$ cat config.mk
export PLATFORM = sky130hd
export DESIGN_NAME = vga_sync_decoder_flat
export DESIGN_NICKNAME = d
export VERILOG_FILES = /design/src/rtl/vga_sync_decoder_if.sv /design/src/rtl/vga_sync_decoder.sv /design/src/flat_wrapper.sv
export SDC_FILE = /design/constraint.sdc
export NUM_CORES = 1
export LEC_CHECK = 0
export BUFFER_PORTS_ARGS = -buffer_cell sky130_fd_sc_hd__buf_2
export CAP_MARGIN = 5
export CELL_PAD_IN_SITES_DETAIL_PLACEMENT = 1
export CELL_PAD_IN_SITES_GLOBAL_PLACEMENT = 1
export CORE_MARGIN = 10
export CORE_UTILIZATION = 47
export CTS_BUF_LIST = sky130_fd_sc_hd__clkbuf_16
export CTS_CLUSTER_SIZE = 28
export DETAILED_ROUTE_END_ITERATION = 8
export GPL_TIMING_DRIVEN = 1
export MAX_ROUTING_LAYER = met4
export PLACE_DENSITY_LB_ADDON = 0.1
export RECOVER_POWER = 25
export SYNTH_ARGS = -nofsm -noshare
export SYNTH_HDL_FRONTEND = slang
export SYNTH_SLANG_ARGS = --single-unit
$ cat constraint.sdc
create_clock -name clk -period 4.8 [get_ports clk]
set_input_delay 0.96 -clock clk [delete_from_list [all_inputs] [get_ports clk]]
set_output_delay 0.96 -clock clk [all_outputs]
set_load 0.005 [all_outputs]
$ cat src/rtl/vga_sync_decoder_if.sv
// Sync inputs from a VGA timing source and the recovered timing produced
// by the decoder.
interface vga_sync_decoder_if;
  logic        hsync;
  logic        vsync;
  logic [10:0] hcount;
  logic [10:0] vcount;
  logic        locked;
  logic        de;
  logic        new_frame;
  logic        sync_err;
  logic [7:0]  err_cnt;

  // Timing source side: drives the syncs, observes the decoder results.
  modport master (
    output hsync,
    output vsync,
    input  hcount,
    input  vcount,
    input  locked,
    input  de,
    input  new_frame,
    input  sync_err,
    input  err_cnt
  );

  // Decoder side.
  modport slave (
    input  hsync,
    input  vsync,
    output hcount,
    output vcount,
    output locked,
    output de,
    output new_frame,
    output sync_err,
    output err_cnt
  );
endinterface

$ cat src/rtl/vga_sync_decoder.sv
// Recovers pixel/line position from incoming hsync/vsync, checks the sync
// edges against the expected timing and reports lock, data enable, frame
// start and timing errors.
module vga_sync_decoder #(
  parameter int unsigned H_TOTAL   = 1344,
  parameter int unsigned H_S_START = 1048,
  parameter int unsigned H_S_END   = 1184,
  parameter int unsigned H_ACTIVE  = 1024,
  parameter int unsigned V_TOTAL   = 806,
  parameter int unsigned V_S_START = 771,
  parameter int unsigned V_S_END   = 777,
  parameter int unsigned V_ACTIVE  = 768
) (
  input  logic              clk,
  input  logic              rst,
  vga_sync_decoder_if.slave bus
);

  localparam logic [10:0] H_LAST = 11'(H_TOTAL - 1);
  localparam logic [10:0] H_SS   = 11'(H_S_START);
  localparam logic [10:0] H_SS1  = 11'(H_S_START + 1);
  localparam logic [10:0] H_SE   = 11'(H_S_END);
  localparam logic [10:0] H_ACT  = 11'(H_ACTIVE);
  localparam logic [10:0] V_LAST = 11'(V_TOTAL - 1);
  localparam logic [10:0] V_SS   = 11'(V_S_START);
  localparam logic [10:0] V_SE   = 11'(V_S_END);
  localparam logic [10:0] V_ACT  = 11'(V_ACTIVE);

  // Missing-hsync watchdog: cycles since the last detected hsync rise.
  localparam int unsigned    TO_MAX  = 2 * H_TOTAL;
  localparam int unsigned    TO_W    = $clog2(TO_MAX + 1);
  localparam logic [TO_W-1:0] TO_LIM  = TO_W'(TO_MAX);
  localparam logic [TO_W-1:0] TO_FIRE = TO_W'(TO_MAX - 1);
  localparam logic [TO_W-1:0] TO_ONE  = TO_W'(1);

  typedef enum logic [1:0] {
    SEARCH,
    H_ALIGNED,
    V_ALIGNED,
    LOCKED
  } state_e;

  state_e state_q, state_d;

  logic            hs_q, hs_qq, vs_q, vs_qq;
  logic            h_rise, h_fall, v_rise, v_fall;
  logic [10:0]     h_q, h_d, v_q, v_d;
  logic [10:0]     hcount_q, vcount_q;
  logic [TO_W-1:0] to_q, to_d;
  logic            timeout;
  logic            h_mismatch, v_mismatch;
  logic            err_d, sync_err_q;
  logic [7:0]      err_cnt_q, err_cnt_d;
  logic            locked, de, new_frame;

  // Edge detection on the registered syncs and edge-position checks.
  // The internal counters run one clock behind the source, so they hold the
  // source position of the sync sample currently in hs_q/vs_q.
  always_comb begin
    h_rise     = hs_q & ~hs_qq;
    h_fall     = ~hs_q & hs_qq;
    v_rise     = vs_q & ~vs_qq;
    v_fall     = ~vs_q & vs_qq;
    h_mismatch = (h_rise && (h_q != H_SS)) || (h_fall && (h_q != H_SE));
    v_mismatch = (v_rise && ((v_q != V_SS) || (h_q != H_SS))) ||
                 (v_fall && ((v_q != V_SE) || (h_q != H_SS)));
  end

  // Free-running position counters with realignment on sync rises; an
  // hsync rise replaces the normal increment, so it never causes a line wrap,
  // and a coincident vsync rise still overrides the line number.
  always_comb begin
    h_d = h_q;
    v_d = v_q;
    if (h_rise) begin
      h_d = H_SS1;
    end else if (h_q == H_LAST) begin
      h_d = '0;
      v_d = (v_q == V_LAST) ? '0 : v_q + 11'd1;
    end else begin
      h_d = h_q + 11'd1;
    end
    if (v_rise) begin
      v_d = V_SS;
    end
  end

  // Watchdog fires once when no hsync rise has been seen for 2*H_TOTAL clocks.
  always_comb begin
    timeout = !h_rise && (to_q == TO_FIRE);
    if (h_rise) begin
      to_d = '0;
    end else if (to_q == TO_LIM) begin
      to_d = to_q;
    end else begin
      to_d = to_q + TO_ONE;
    end
  end

  // Lock state register.
  always_ff @(posedge clk) begin
    if (rst) begin
      state_q <= SEARCH;
    end else begin
      state_q <= state_d;
    end
  end

  // Lock acquisition and loss.
  always_comb begin
    state_d = state_q;
    case (state_q)
      SEARCH: begin
        if (h_rise) state_d = H_ALIGNED;
      end
      H_ALIGNED: begin
        if (timeout)     state_d = SEARCH;
        else if (v_rise) state_d = V_ALIGNED;
      end
      V_ALIGNED: begin
        if (h_mismatch || timeout) state_d = SEARCH;
        else if (v_rise)           state_d = LOCKED;
      end
      LOCKED: begin
        if (h_mismatch || v_mismatch || timeout) state_d = SEARCH;
      end
      default: state_d = SEARCH;
    endcase
  end

  // Status outputs derived from the state and the output counters.
  always_comb begin
    locked    = (state_q == LOCKED);
    de        = locked && (hcount_q < H_ACT) && (vcount_q < V_ACT);
    new_frame = locked && (hcount_q == '0) && (vcount_q == '0);
    err_d     = locked && (h_mismatch || v_mismatch || timeout);
    err_cnt_d = (err_d && (err_cnt_q != '1)) ? err_cnt_q + 8'd1 : err_cnt_q;
  end

  // Sync capture, counters, watchdog and registered outputs.
  always_ff @(posedge clk) begin
    if (rst) begin
      hs_q       <= 1'b0;
      hs_qq      <= 1'b0;
      vs_q       <= 1'b0;
      vs_qq      <= 1'b0;
      h_q        <= '0;
      v_q        <= '0;
      hcount_q   <= '0;
      vcount_q   <= '0;
      to_q       <= '0;
      sync_err_q <= 1'b0;
      err_cnt_q  <= '0;
    end else begin
      hs_q       <= bus.hsync;
      hs_qq      <= hs_q;
      vs_q       <= bus.vsync;
      vs_qq      <= vs_q;
      h_q        <= h_d;
      v_q        <= v_d;
      hcount_q   <= h_q;
      vcount_q   <= v_q;
      to_q       <= to_d;
      sync_err_q <= err_d;
      err_cnt_q  <= err_cnt_d;
    end
  end

  assign bus.hcount    = hcount_q;
  assign bus.vcount    = vcount_q;
  assign bus.locked    = locked;
  assign bus.de        = de;
  assign bus.new_frame = new_frame;
  assign bus.sync_err  = sync_err_q;
  assign bus.err_cnt   = err_cnt_q;

endmodule
$ cat src/flat_wrapper.sv
// flat-port wrapper written by rule: the top's interface ports become plain ports
module vga_sync_decoder_flat 
#(
  parameter int unsigned H_TOTAL   = 1344,
  parameter int unsigned H_S_START = 1048,
  parameter int unsigned H_S_END   = 1184,
  parameter int unsigned H_ACTIVE  = 1024,
  parameter int unsigned V_TOTAL   = 806,
  parameter int unsigned V_S_START = 771,
  parameter int unsigned V_S_END   = 777,
  parameter int unsigned V_ACTIVE  = 768
)
  (clk, rst, bus_hsync, bus_vsync, bus_hcount, bus_vcount, bus_locked, bus_de, bus_new_frame, bus_sync_err, bus_err_cnt);
  vga_sync_decoder_if bus_i ();
  input  logic clk;
  input  logic rst;
  input wire logic [$bits(bus_i.hsync)-1:0] bus_hsync;
  input wire logic [$bits(bus_i.vsync)-1:0] bus_vsync;
  output wire logic [$bits(bus_i.hcount)-1:0] bus_hcount;
  output wire logic [$bits(bus_i.vcount)-1:0] bus_vcount;
  output wire logic [$bits(bus_i.locked)-1:0] bus_locked;
  output wire logic [$bits(bus_i.de)-1:0] bus_de;
  output wire logic [$bits(bus_i.new_frame)-1:0] bus_new_frame;
  output wire logic [$bits(bus_i.sync_err)-1:0] bus_sync_err;
  output wire logic [$bits(bus_i.err_cnt)-1:0] bus_err_cnt;
  assign bus_i.hsync = bus_hsync;
  assign bus_i.vsync = bus_vsync;
  assign bus_hcount = bus_i.hcount;
  assign bus_vcount = bus_i.vcount;
  assign bus_locked = bus_i.locked;
  assign bus_de = bus_i.de;
  assign bus_new_frame = bus_i.new_frame;
  assign bus_sync_err = bus_i.sync_err;
  assign bus_err_cnt = bus_i.err_cnt;
  vga_sync_decoder #(.H_TOTAL(H_TOTAL), .H_S_START(H_S_START), .H_S_END(H_S_END), .H_ACTIVE(H_ACTIVE), .V_TOTAL(V_TOTAL), .V_S_START(V_S_START), .V_S_END(V_S_END), .V_ACTIVE(V_ACTIVE)) u_core (.clk(clk), .rst(rst), .bus(bus_i));
endmodule
=== Yosys cells after proc, flatten, opt, wreduce, memory -nomap -nowiden ===
Cells that the tools add are included.

* Div/mod/pow operators: 0
* Shift operators: 0
* Bitwise logic cells: 9
* $add $sub $neg: 4
* Eq/ne operators: 17
* Multiply operators: 0
* $lt $le $gt $ge: 2
* Reductions and logical operators: 29
* Multiplexer cells: 13

{| class="wikitable"
|+ Operators by type and width
! kind !! number
|-
| $mux 11 || 3
|-
| $mux 10 || 3
|-
| $eq 12x12->1 const B || 2
|-
| $add 11x1->11 const B || 2
|-
| $logic_not 11->1 || 2
|-
| $ne 11x10->1 const B || 2
|-
| $ne 11x11->1 const B || 2
|-
| $add 12x1->12 const B || 1
|-
| $mux 2 || 6
|-
| $eq 11x10->1 const B || 1
|-
| $eq 11x11->1 const B || 1
|-
| $logic_and 1x1->1 || 11
|-
| $lt 11x10->1 const B || 1
|-
| $lt 11x11->1 const B || 1
|-
| $add 8x1->8 const B || 1
|-
| $ne 8x8->1 const B || 1
|-
| $pmux 2 s4 || 1
|-
| $logic_or 1x1->1 || 7
|-
| $ne 3x1->1 const B || 2
|-
| $not 1->1 || 5
|-
| $and 1x1->1 || 4
|-
| $eq 2x2->1 const B || 2
|-
| $ne 2x1->1 const B || 2
|-
| $reduce_and 2->1 || 2
|-
| other kinds (8) || 9
|}

* Flip-flop bits (word level): 71
* Bits in read-only memories: 0
* Memory bits (writable): 0
* Input bits: 4
* Word-level logic and storage cells: 88
* Output and inout bits: 34
* Memories kept: 0
* Bits in latches: 0

=== Logic depth before layout (Yosys ltp) ===
* Word-level depth: 8
* Gate-level depth with buffers: 9

=== Least setup slack after synthesis ===
Ideal clock, no wire load.

* Path type: reg-to-reg
* From: reg u_core.h_q[0]
* To: reg u_core.err_cnt_q[4], in the netlist u_core.bus.err_cnt[4]
* Path slack: 2232 ps
* Buffers on the path: 0
* Data required time: 4679 ps
* Stages on the path, launching flop included: 10
* Arrival: 2447 ps
* Path through: dfxtp_1 -> inv_1 -> ha_1 -> or4b_4 -> or4_4 -> o41ai_2 -> o22ai_2 -> nor2_4 -> nor4_1 -> mux2_2

* Longest elaborated chain between the ends: 8
* Elaborated cells between the ends (all ways): 14
* Those cells by class: eq/ne: 2; reduce/logical: 12

{| class="wikitable"
|+ RTL lines
! element !! line !! text
|-
| start: declaration || vga_sync_decoder.sv:47 || <nowiki>logic [10:0] h_q, h_d, v_q, v_d;</nowiki>
|-
| start signal: assignment || vga_sync_decoder.sv:147 || <nowiki>h_q <= '0;</nowiki>
|-
| start signal: assignment || vga_sync_decoder.sv:159 || <nowiki>h_q <= h_d;</nowiki>
|-
| $ne 11x11->1 || vga_sync_decoder.sv:64, vga_sync_decoder.sv:65, vga_sync_decoder.sv:66 ||
|-
| $logic_or 1x1->1, on equally long branches || vga_sync_decoder.sv:65, vga_sync_decoder.sv:66 ||
|-
| $logic_and 1x1->1, on equally long branches || vga_sync_decoder.sv:65, vga_sync_decoder.sv:66 ||
|-
| $logic_or 1x1->1 || vga_sync_decoder.sv:65 || <nowiki>v_mismatch = (v_rise && ((v_q != V_SS) || (h_q != H_SS))) ||</nowiki>
|-
| $logic_or 1x1->1 (*) (2 in a row) || vga_sync_decoder.sv:136 || <nowiki>err_d = locked && (h_mismatch || v_mismatch || timeout);</nowiki>
|-
| $logic_and 1x1->1 (*) || vga_sync_decoder.sv:136 ||
|-
| $logic_and 1x1->1 (*) || vga_sync_decoder.sv:137 || <nowiki>err_cnt_d = (err_d && (err_cnt_q != '1)) ? err_cnt_q + 8'd1 : err_cnt_q;</nowiki>
|-
| end signal: assignment || vga_sync_decoder.sv:165 || <nowiki>err_cnt_q <= err_cnt_d;</nowiki>
|-
| end: declaration || vga_sync_decoder.sv:53 || <nowiki>logic [7:0] err_cnt_q, err_cnt_d;</nowiki>
|}

Every way passes the cells marked *; elsewhere a longest branch is shown, timed or not.
A chain may end at the register's enable or synchronous reset.

=== Final worst setup path ===
* From: in rst
* To: reg u_core.h_q[8]

* Longest elaborated chain between the ends: 1

{| class="wikitable"
|+ RTL lines
! element !! line !! text
|-
| start: declaration || flat_wrapper.sv:16 || <nowiki>input logic rst;</nowiki>
|-
| $reduce_or 3->1 (no source line) || -- ||
|}

No other way between the ends.

==> results.cfg <==
[sta]
clock_skew_ns = 0.00676
min_period_over_period_pct = 65.5
setup_viol = 0
hold_violations = 0
worst_slew_pin_slew_ns = 2.10
slew_viol_final = 52
max_slew_margin_pct = -39.9
fin_crit_ns = 3.14
rsz0062_at_grt = false
fmax_ghz = 0.318
tns_ns = 0

[run_status]
violations = max-capacitance violations, max-slew violations
status = finished, violations left

[synth]
ys_ff_latch = 71
synth_seq_area_share_pct = 46.4
synth_top_area_share_pct = 46.4
synth-simple-area-share_pct = 31.6
synth_compound_area_share_pct = 6.90
synth.area.top_cells = dfxtp_1, nor2_1, nor2b_1
synth_edf_count = 0
synth_top_family_by_area = simple AND/OR/NAND/NOR gates
synth_xor_area_share_pct = 7.43
ys_types = 43
synthAdderAreaFrac_pct = 2.86
synth_area_per_cell_sq_um = 8.91
yosys_warnings = 0
netlist_instances = 344
synthMuxAreaShare_pct = 2.12
netlist_area_sq_um = 3060
async_reset_ff_share_pct = 0
syn_nets = 355
ys_dominant_reg_cell = dfxtp_1
synth_top_cell_by_area = dfxtp_1

[clock_network]
clk-insertion-delay-late_ns = 0.33
ctsLongestPathBuffers = 2
cts_sinks = 71
cts-buffers-inserted = 9
cts_resized = 0
cts_htree_levels = 3
postCtsHoldBufs = 0
clkSlewWorstSetupHoldPaths_ns = 0.06
postCtsSetupRepairBufs = 0
cts_root_buf = clkbuf_16
cts_tree = done

[floorplan]
initial_utilization_pct = 48.3
core_sq_um = 6350
die_x_um = 101
rows = 29
fp.dieH_um = 101
die-area_sq_um = 10100
ioPinCount = 38

[global_routing]
grt_pass1_vias = 2518
antenna_found_initial = 0
grt_overflow = 0
grt_max_degree = 52
grtUsageTotal_pct = 14.9
grt_pass1_wl_um = 11900

[placement]
place_inst = 446
port_buffers = 37
gp_congestion = 0.861
dp_hpwl_um = 5160

[finish]
drive_gt1_share_pct = 15.6
area_growth_pct = 16.1
n_antenna_cell = 0
layout_commonest_cell = dfxtp_1
instances_no_fill = 462
layout_common_cells = dfxtp_1, nor2_1, buf_2, nor2b_1, nand2_1
nets = 391

[power_and_ir_drop]
p_sw_share_pct = 22.8
ir_drop_mv = 0.283
leakage_uw = 0.00147
p_int_uw = 972
p_per_area_nw_per_um2 = 354
seqPwrFrac_pct = 49.1
p_sw_uw = 288
p_clk_share_pct = 45.6
p_total_uw = 1260
p_comb_share_pct = 5.3

[job]
maxCapViolations = 1

[critical_path]
worst-path-buf-inv = 1
critical_path_class = in2reg
critPathLaunchType = input pin
cpMostUsedCell = nand2b_1
crit_chain = clkbuf_1 -> nand2b_1 -> nand2b_1 -> nor2_1
crit_path_top_delay_cell = clkbuf_1
path_delay_family = buffers and inverters
cp_max_fo = 51
critPathCaptureType = flop
max_stage_delay_ns = 1.47
required_ns = 5.01
crit_arrival_ns = 3.36

[hold_path]
hold_class = reg2reg

[routing]
vias = 2537
first_pass_iters = 4
drt-initial-drc-count = 46
wl_per_cell_um = 15.5
drt_wl_total_um = 7170
antenna_left = 0
via_per_inst = 5.49
route.detailed.drc = 0
==> cell type report <==
cell class / count / area, sq um
Clock buffer: 9 / 225
Fill cell: 760 / 2790
Sequential cell: 71 / 1420
Inverter: 10 / 37.5
Clock inverter: 7 / 33.8
Timing Repair Buffer: 37 / 184
Tap cell: 77 / 96.3
Multi-Input combinational cell: 251 / 1560
==> layer usage <==
| metal | track usage, % | share of wire, % | wire [um] | vias to the layer above |
|---|---|---|---|---|
| li1 | - | - | - | 1264 |
| met1 | 17.3 | 46 | 3290 | 1206 |
| met2 | 23.1 | 46 | 3280 | 56 |
| met3 | 4.60 | 6.8 | 488 | 11 |
| met4 | 6.52 | 1.6 | 112 | 0 |
| met5 | - | 0 | 0 | - |
==> final timing paths <==
check	cells past startpoint	slack, ns	start	to
hold reg to reg	2	0.49	u_core.bus.err_cnt[7]	u_core.bus.err_cnt[7]
hold / removal	2	0.49	u_core.bus.err_cnt[7]	u_core.bus.err_cnt[7]
setup reg to reg	9	2.00	u_core.h_q[0]	u_core.bus.err_cnt[1]
setup / recovery	4	1.66	rst	u_core.h_q[8]
==> power by group through the flow <==
stage / Combinational [uW] / Clock, uW / Sequential (uW)
6_report: 66.3 / 575 / 618
4_1_cts: 67.5 / 585 / 618
3_5_place_dp: 66.8 / 0 / 631
2_1_floorplan: 48.8 / 0 / 627
5_1_grt: 76.0 / 613 / 621
3_3_place_gp: 64.9 / 0 / 630
==> worst min-delay path: cells and delay by family, from the launching register on <==
family | cells | cell delay [ns]
flip-flops | 1 | 0.32
AO/OA/AOI/OAI | 2 | 0.12
==> sequential cells by signal, indices dropped and copies added (netlist names), 2 cells and up <==
register	cells
u_core.to_q	12
u_core.bus.vcount	11
u_core.h_q	11
u_core.bus.hcount	11
u_core.bus.err_cnt	8
u_core.state_q	2
u_core.v_q	11
==> Yosys cell counts (2+ instances only) <==
| library cell | number |
|---|---|
| xor2_1 | 18 |
| nor2_1 | 53 |
| nand3_1 | 14 |
| o21ai_0 | 7 |
| or4_1 | 4 |
| mux2_2 | 4 |
| nor2b_1 | 29 |
| a31oi_1 | 3 |
| and3_1 | 5 |
| dfxtp_1 | 71 |
| or3_1 | 2 |
| nand2b_1 | 6 |
| nor4b_1 | 2 |
| nor3_1 | 9 |
| ha_1 | 7 |
| inv_1 | 10 |
| nand4_1 | 8 |
| a21oi_1 | 10 |
| nor4_1 | 10 |
| xnor2_1 | 8 |
| nand2_1 | 22 |
| nor4bb_1 | 2 |
| a211oi_1 | 2 |
| mux2i_1 | 2 |
| a211o_1 | 2 |
| clkbuf_1 | 12 |
| and4_1 | 6 |
==> per-stage QoR <==
| stage | hold WS (ns) | util (%) | area, sq um | worst slack (ns) |
|---|---|---|---|---|
| CTS | 0.497 | 56.1 | 3560 | 2.03 |
| finish | 0.493 | 56.0 | 3560 | 1.66 |
| global route | 0.523 | 56.0 | 3560 | 1.28 |
| detailed placement | 0.488 | 52.0 | 3300 | 2.04 |
| floorplan | 0.451 | - | 3060 | 2.23 |
| global placement | 0.476 | 52.0 | 3300 | 2.10 |
==> kinds of logic after synthesis <==
family          count (synthesis)
compound gates                 32
fa+ha+maj                       7
flops                          71
buf+inv                        22
xor+xnor                       26
simple gates                  180
mux                             6
Note: power is estimated with default switching activity, not from simulation.
